==> src/rtl/cpu_clk_gen.sv <==
// CPU clock generator: fast/slow free-running, debounced single-step and pause modes.
// Optional single-step hardware is enabled with the CLKGEN_STEP_EN macro.
module cpu_clk_gen #(
    parameter int CNT_W    = 32,
    parameter int FAST_TAP = 2,
    parameter int SLOW_TAP = 25,
    parameter int DB_W     = 20,
    parameter int DB_CYC   = 1000000
) (
    input  logic             clk,
    input  logic             rst,
    input  logic [1:0]       mode,
    input  logic             step_btn,
    output logic             Clk_CPU,
    output logic             cpu_rise,
    output logic [1:0]       cur_mode,
    output logic [CNT_W-1:0] cpu_cycles
);

    typedef enum logic [1:0] {
        MODE_FAST  = 2'b00,
        MODE_SLOW  = 2'b01,
        MODE_STEP  = 2'b10,
        MODE_PAUSE = 2'b11
    } mode_e;

    localparam logic [CNT_W-1:0] ONE_C     = CNT_W'(1);
    localparam logic [CNT_W-1:0] FAST_LAST = CNT_W'((64'd1 << FAST_TAP) - 64'd1);
    localparam logic [CNT_W-1:0] SLOW_LAST = CNT_W'((64'd1 << SLOW_TAP) - 64'd1);

    mode_e            mode_q, mode_d, cur_q, cur_d;
    logic             clk_q, clk_d, rise_q, rise_d;
    logic [CNT_W-1:0] ph_q, ph_d, cyc_q, cyc_d;
    logic             step_pulse_s;

`ifdef CLKGEN_STEP_EN
    localparam logic [DB_W-1:0] DB_ONE  = DB_W'(1);
    localparam logic [DB_W-1:0] DB_LAST = DB_W'(DB_CYC - 1);

    logic            sync1_q, sync2_q, stable_q, stable_d, pulse_q, pulse_d;
    logic [DB_W-1:0] db_cnt_q, db_cnt_d;

    // Debouncer: accept a new level only after DB_CYC consecutive differing samples.
    always_comb begin
        stable_d = stable_q;
        db_cnt_d = db_cnt_q;
        pulse_d  = 1'b0;
        if (sync2_q == stable_q) begin
            db_cnt_d = '0;
        end else if (db_cnt_q == DB_LAST) begin
            stable_d = sync2_q;
            db_cnt_d = '0;
            pulse_d  = sync2_q;
        end else begin
            db_cnt_d = db_cnt_q + DB_ONE;
        end
    end

    // Synchroniser and debounce state registers.
    always_ff @(posedge clk) begin
        if (rst) begin
            sync1_q  <= 1'b0;
            sync2_q  <= 1'b0;
            stable_q <= 1'b0;
            db_cnt_q <= '0;
            pulse_q  <= 1'b0;
        end else begin
            sync1_q  <= step_btn;
            sync2_q  <= sync1_q;
            stable_q <= stable_d;
            db_cnt_q <= db_cnt_d;
            pulse_q  <= pulse_d;
        end
    end

    assign step_pulse_s = pulse_q;

    // Requested mode passes through unchanged.
    always_comb begin
        mode_d = mode_e'(mode);
    end
`else
    logic unused_step_btn_s;

    assign unused_step_btn_s = step_btn;
    assign step_pulse_s      = 1'b0;

    // Without step hardware, a STEP request is reported and treated as PAUSE.
    always_comb begin
        if (mode == 2'b10) begin
            mode_d = MODE_PAUSE;
        end else begin
            mode_d = mode_e'(mode);
        end
    end
`endif

    // Clock phase / mode-switch next state; switches only while low so no runt pulses.
    always_comb begin
        clk_d  = clk_q;
        rise_d = 1'b0;
        ph_d   = ph_q;
        cyc_d  = cyc_q;
        cur_d  = cur_q;
        if (!clk_q && (mode_q != cur_q)) begin
            cur_d = mode_q;
            ph_d  = '0;
        end else begin
            case (cur_q)
                MODE_FAST, MODE_SLOW: begin
                    if (ph_q == ((cur_q == MODE_FAST) ? FAST_LAST : SLOW_LAST)) begin
                        ph_d   = '0;
                        clk_d  = ~clk_q;
                        rise_d = ~clk_q;
                        if (!clk_q) begin
                            cyc_d = cyc_q + ONE_C;
                        end else begin
                            cyc_d = cyc_q;
                        end
                    end else begin
                        ph_d = ph_q + ONE_C;
                    end
                end
                MODE_STEP: begin
                    if (clk_q) begin
                        if (ph_q == FAST_LAST) begin
                            ph_d  = '0;
                            clk_d = 1'b0;
                        end else begin
                            ph_d = ph_q + ONE_C;
                        end
                    end else if (step_pulse_s) begin
                        clk_d  = 1'b1;
                        rise_d = 1'b1;
                        ph_d   = '0;
                        cyc_d  = cyc_q + ONE_C;
                    end else begin
                        ph_d = '0;
                    end
                end
                MODE_PAUSE: begin
                    clk_d = 1'b0;
                    ph_d  = '0;
                end
                default: begin
                    clk_d = 1'b0;
                    ph_d  = '0;
                end
            endcase
        end
    end

    // Clock generator state registers.
    always_ff @(posedge clk) begin
        if (rst) begin
            mode_q <= MODE_FAST;
            cur_q  <= MODE_FAST;
            clk_q  <= 1'b0;
            rise_q <= 1'b0;
            ph_q   <= '0;
            cyc_q  <= '0;
        end else begin
            mode_q <= mode_d;
            cur_q  <= cur_d;
            clk_q  <= clk_d;
            rise_q <= rise_d;
            ph_q   <= ph_d;
            cyc_q  <= cyc_d;
        end
    end

    assign Clk_CPU    = clk_q;
    assign cpu_rise   = rise_q;
    assign cur_mode   = cur_q;
    assign cpu_cycles = cyc_q;

endmodule

==> config.mk <==
export PLATFORM = sky130hd
export DESIGN_NAME = cpu_clk_gen
export DESIGN_NICKNAME = d
export VERILOG_FILES = /design/src/rtl/cpu_clk_gen.sv
export SDC_FILE = /design/constraint.sdc
export NUM_CORES = 1
export LEC_CHECK = 0
export BUFFER_PORTS_ARGS = -buffer_cell sky130_fd_sc_hd__buf_2
export CAP_MARGIN = 5
export CORE_MARGIN = 10
export CORE_UTILIZATION = 35
export DETAILED_ROUTE_END_ITERATION = 7
export PLACE_DENSITY = 0.51
export SYNTH_ARGS = -nofsm -noshare
export SYNTH_HDL_FRONTEND = slang
export SYNTH_SLANG_ARGS = --single-unit
==> constraint.sdc <==
create_clock -name clk -period 2.4 [get_ports clk]
set_input_delay 0.12 -clock clk [delete_from_list [all_inputs] [get_ports clk]]
set_output_delay 0.12 -clock clk [all_outputs]
set_load 0.01 [all_outputs]
==> flow_metrics.tcl, run 1 <==
set metrics [dict create \
    ys_types 44 \
    synth_edf_count 0 \
    end_kind "flip-flop" \
    viasPerCell 5.21 \
    tightestPinTransition_ns 0.420 \
    seq_area_frac_synth_pct 36.2 \
    hold_slack_ns 0.271 \
    path_max_fanout 8 \
    ys_seq_elements 70 \
    startpoint "ph_q[17]$_SDFF_PP0_" \
    avgSynthCellArea_um2 8.62 \
    cp-start-kind "flip-flop" \
    die_width_um 125 \
    cts-htree-levels 3 \
    cts_buffers 9 \
    hold_class "primary input to flip-flop" \
    fin_crit_sh_pct 102 \
    run_status "finished, violations left" \
    clkSinkCount 70 \
    ys_top_cells_by_count "dfxtp_1 (70), nor2_1 (50), a211oi_1 (32)" \
    crit_type "flip-flop to flip-flop" \
    ant_nets 0 \
    finalSetupViolations 13 \
    seqCellArea_um2 1400 \
    seqPwrFrac_pct 51.4 \
    core-area_um2 10800 \
    p_comb_share_pct 11.3 \
    synthesis.area_um2 3870 \
    grt_max_degree 33 \
    dieArea_um2 15700 \
    first_iter_violations 123 \
    hold_viol 0 \
    ir_drop_mv 0.261 \
    synth_cells 449 \
    grt_pass1_vias 3523 \
    syn_nets 456 \
    final_max_slew_viol_count 0 \
    p_leak_nw 2.16 \
    power_density_nw_per_um2 433 \
    ys.flop_type "dfxtp_1" \
    yosys_warnings 0 \
    clk_latency_ns 0.37 \
    post_drt_wl_per_cell_um 15.2 \
    fmax_mhz 408 \
    via_count 3520 \
    grt_pass1_wl_mm 17.2 \
    setup_ws_ns -0.0493 \
    worstHoldStart "rst" \
    first_pass_iters 4 \
    violations "negative setup slack" \
    portBuffers 39 \
    critPathRequiredTime_ns 2.65 \
    antenna_found_initial 0 \
    cts-root-buf "clkbuf_8" \
    slew_headroom_pct 71.9 \
    rsz0062_at_grt "yes" \
    postSynth.asyncResetShare_pct 0 \
    area_growth_pct 36.5 \
    placementRows 38 \
    synthTopCellsByArea "dfxtp_1 (36%), a211oi_1 (6.2%), mux2_2 (5.2%)" \
    regToRegStartpoint "ph_q[17]$_SDFF_PP0_" \
    cts_tree "built" \
    grtUsageTotal_pct 12.9 \
    wl_mm 10.3 \
    cts_buffer_depth 2 \
    nets 538 \
    finalNonFillerCells 676 \
    final_layout_size_suffix_gt1_share_pct 33.6 \
    ios 41 \
    finalPower_mw 2.29 \
    fill_cells 1057 \
    p_sw_share_pct 26.8 \
    grt-ovfl-total 0 \
    finalCriticalPeriod_ns 2.45 \
    clock_skew_ns 0.00989 \
    fp.dieH_um 125 \
    n_antenna_cell 0 \
    worst_ep_arrival_time_ns 2.70 \
    drv_cap 0 \
    multi_input_area_um2 2760 \
    clkPwrFrac_pct 37.3 \
    dp.cells 653 \
    drc 0 \
    synth_area_leader_cell "dfxtp_1" \
    synth.top_cell.area_share_pct 36.2 \
    power.net_switching_mw 0.614 \
    hpwlAfterDp_mm 7.05 \
    p_int_mw 1.67 \
    cts.clk_slew.worst_paths_ns 0.07 \
    routabilityCongestion 0.815 \
    start_util_pct 35.7 \
    yosysMostFrequentCell "dfxtp_1" \
]
==> path summary, 6_finish.rpt <==
path,to,slack [ns],cells after the start
min,cpu_cycles[12]$_SDFFE_PP0P_,0.27,3
max reg2reg,cpu_cycles[11]$_SDFFE_PP0P_,-0.05,6
min reg2reg,cur_mode[0]$_SDFFE_PP0P_,0.53,2
max,cpu_cycles[11]$_SDFFE_PP0P_,-0.05,6
==> per-layer routing <==
layer / GRT usage, % / part of all wire, % / up-vias
met5: 0 / 0 / -
met2: 21.2 / 47 / 41
met3: 2.41 / 2.6 / 16
met1: 16.0 / 48 / 1685
met4: 5.89 / 2.0 / 0
li1: - / - / 1778
==> metrics by stage <==
| stage | utilization [%] | setup TNS, ns | instance area (µm²) | setup slack, ns |
|---|---|---|---|---|
| after floorplan | - | -0.0729 | 3960 | -0.0228 |
| after global placement | 43.0 | -1.83 | 4670 | -0.111 |
| after detailed placement | 43.0 | -2.87 | 4670 | -0.158 |
| after CTS | 47.3 | -0.915 | 5120 | -0.0629 |
| after global routing | 48.7 | -1.65 | 5280 | -0.112 |
| final | 48.7 | -0.322 | 5280 | -0.0493 |
==> kinds of logic after synthesis <==
kind of cell	share of synthesized area, %
XOR/XNOR	7.24
multiplexers	8.99
buffers and inverters	4.91
adder cells (fa/ha/maj)	0.646
AND/OR/NAND/NOR	32.7
flip-flops	36.2
AO/OA/AOI/OAI	9.34
==> registers in the layout (all words and copies together) (netlist names) <==
signal,flops
cpu_cycles,32
cur_mode,2
Clk_CPU,1
cpu_rise,1
mode_q,2
ph_q,32
==> final cells by class <==
cell class,count,area share [%]
flip-flops and latches,70,26.6
well taps,140,3.32
repair buffers,100,14.2
multi-input cells,340,52.1
clock inverters,1,0.0947
inverters,10,0.710
clock buffers,15,2.96
==> power groups by stage <==
stage | Combinational, mW | Clock (mW) | Sequential (mW)
after floorplan | 0.136 | 0 | 1.20
after global placement | 0.182 | 0 | 1.20
after detailed placement | 0.185 | 0 | 1.20
after CTS | 0.228 | 0.886 | 1.18
after global routing | 0.276 | 0.926 | 1.18
final | 0.258 | 0.854 | 1.18
==> cell usage in the layout (no fill, tap or decap), drive strengths merged, types with 15 or more instances in the layout <==
cell / n
nand3: 26
clkbuf: 15
mux2: 30
nand2: 30
nor4: 23
xnor2: 22
buf: 97
nor2: 50
nor2b: 27
nor3: 27
dfxtp: 70
nand4: 16
a211oi: 32
==> worst max-delay path: stages, from the launching register on <==
cell and delay [ns]:
dfxtp_1 0.31, or4_4 0.54, or4_4 0.53, a21o_4 0.30, buf_12 0.17, nor4_4 0.16
mux2_4 0.32
==> timing repair <==
action,4_1_cts,5_1_grt
pin swaps,10,11
gates resized for setup,51,27
setup buffers,0,3
hold buffers,3,0
cloned,1,0
setup endpoints to repair,30,31
hold endpoints to repair,2,0
Power figures use the tool's default switching activity.
==> run 2: changes to the inputs <==
--- a/constraint.sdc
+++ b/constraint.sdc
@@ -3,2 +3,2 @@
 set_output_delay 0.12 -clock clk [all_outputs]
-set_load 0.01 [all_outputs]
+set_load 0.05 [all_outputs]
==> run 2 against run 1 <==
Effect of this change: largest cell class unchanged; critical endpoint is now cpu_cycles[5]$_SDFFE_PP0P_; hold slack lost 0.20 ns; die area stayed put; clock skew up 0.0014 ns; the run still ends with negative setup slack left; first-iteration DRC count rose by 45%; cell count grew 1.0%; core utilization up 1.3 points; non-clock buffer count increased by 9.
==> flow_metrics.tcl, run 2 (synthesis gave the netlist of run 1 again) <==
set metrics [dict create \
    final_layout_size_suffix_gt1_share_pct 37.6 \
    grt_pass1_wl_mm 17.2 \
    cts_buffers 9 \
    violations "negative setup slack" \
    drv_cap 0 \
    clkPwrFrac_pct 39.8 \
    clk_latency_ns 0.36 \
    hpwlAfterDp_mm 7.11 \
    worstHoldStart "rst" \
    first_iter_violations 178 \
    cts-root-buf "clkbuf_8" \
    hold_class "primary input to flip-flop" \
    cp_common_cell "or4_4" \
    dieArea_um2 15700 \
    cp-start-kind "flip-flop" \
    critical_path_buf_inv_count 1 \
    cts-htree-levels 3 \
    area_growth_pct 40.0 \
    start_util_pct 35.7 \
    clkSinkCount 70 \
    worst_ep_arrival_time_ns 2.71 \
    regToRegStartpoint "ph_q[20]$_SDFF_PP0_" \
    p_leak_nw 2.23 \
    wl_mm 10.7 \
    grt_pass1_vias 3319 \
    core-area_um2 10800 \
    crit_type "flip-flop to flip-flop" \
    power.net_switching_mw 0.636 \
    first_pass_iters 4 \
    run_status "finished, violations left" \
    ios 41 \
    grt-ovfl-total 0 \
    hold_viol 0 \
    seqPwrFrac_pct 48.5 \
    fmax_mhz 407 \
    end_kind "flip-flop" \
    max_stage_delay_ns 0.53 \
    drc 0 \
    routabilityCongestion 0.783 \
    rsz0062_at_grt "yes" \
    grt_max_degree 37 \
    final_cell_mix "dfxtp_1 (61), buf_4 (60), nor2_1 (50), buf_2 (39), a211oi_1 (32)" \
    viasPerCell 5.22 \
    ant_nets 0 \
    dp_slack_ns -0.183 \
    grtUsageTotal_pct 13.0 \
    slew_headroom_pct 69.3 \
    startpoint "ph_q[20]$_SDFF_PP0_" \
    fin_crit_sh_pct 102 \
    clock_skew_ns 0.0113 \
    finalSetupViolations 11 \
    power_density_nw_per_um2 447 \
    postLayoutCoreUtil_pct 50.0 \
    setup_ws_ns -0.0598 \
    p_comb_share_pct 11.7 \
    antenna_found_initial 0 \
    critPathTopFamily "simple AND/OR/NAND/NOR gates" \
    finalCriticalPeriod_ns 2.46 \
    post_drt_wl_per_cell_um 15.7 \
    n_antenna_cell 0 \
    final_max_slew_viol_count 0 \
    nets 547 \
    critPathRequiredTime_ns 2.65 \
    tightestPinTransition_ns 0.457 \
    via_count 3565 \
    cts_buffer_depth 2 \
    die_width_um 125 \
    cts.clk_slew.worst_paths_ns 0.07 \
    p_int_mw 1.79 \
    path_max_fanout 7 \
    placementRows 38 \
    ir_drop_mv 0.293 \
    fp.dieH_um 125 \
    layout_commonest_cell "dfxtp_1" \
    finalSetupTns_ns -0.291 \
    p_sw_share_pct 26.2 \
    finalPower_mw 2.42 \
    portBuffers 39 \
    critPathSlowestCell "or4_4" \
    cts_tree "built" \
    cp_cell_sequence "or4_4, or4_4, a21o_4, clkbuf_16, nor4_4, mux2_4" \
]
-- run 2: cell types whose count changed in the layout (fill, tap and decap cells not counted), sizes merged --
cell / before / now
clkbuf: 15 / 16
clkinv: 1 / 0
buf: 97 / 105
dlygate4sd3: 3 / 2
-- run 2: layout make-up --
type | count | area, µm²
flip-flops and latches | 70 | 1410
fillers | 1014 | 5420
multi-input cells | 340 | 2770
repair buffers | 109 | 830
clock buffers | 14 | 193
inverters | 10 | 37.5
well taps | 140 | 175
-- run 2: through the flow --
step | instances | hold slack (ns) | cell area (µm²)
floorplan | 449 | 0.236 | 3960
global placement | 658 | 0.348 | 4690
detailed placement | 658 | 0.365 | 4690
CTS | 676 | 0.0530 | 5110
global route | 683 | 0.0892 | 5420
finish | 683 | 0.0725 | 5420
-- run 2: path summary, 6_finish.rpt --
| kind | endpoint | slack (ns) | cells after the start |
|---|---|---|---|
| hold / removal | cur_mode[1]$_SDFFE_PP0P_ | 0.07 | 2 |
| hold reg to reg | cur_mode[1]$_SDFFE_PP0P_ | 0.51 | 2 |
| setup / recovery | cpu_cycles[5]$_SDFFE_PP0P_ | -0.06 | 6 |
| setup reg to reg | cpu_cycles[5]$_SDFFE_PP0P_ | -0.06 | 6 |
-- run 2: repair_timing --
| action | 4_1_cts | 5_1_grt |
|---|---|---|
| pin swaps | 3 | 24 |
| endpoints found under the hold margin | 2 | 0 |
| cloned | 2 | 2 |
| setup buffers | 0 | 5 |
| setup endpoints to repair | 32 | 33 |
| hold buffers | 2 | 0 |
| gates resized for setup | 34 | 47 |
-- run 2: power by group through the flow --
stage | clock network (mW) | registers [mW] | logic (mW)
final | 0.964 | 1.18 | 0.284
after global routing | 1.04 | 1.18 | 0.303
after CTS | 0.988 | 1.17 | 0.233
after detailed placement | 0 | 1.20 | 0.193
after global placement | 0 | 1.20 | 0.190
after floorplan | 0 | 1.21 | 0.135
-- run 2: layer usage --
metal	GRT usage, %	share of wire [%]	vias up
li1	-	-	1804
met2	19.9	45	53
met5	0	0	-
met1	17.1	50	1695
met3	3.38	3.8	13
met4	4.47	1.3	0
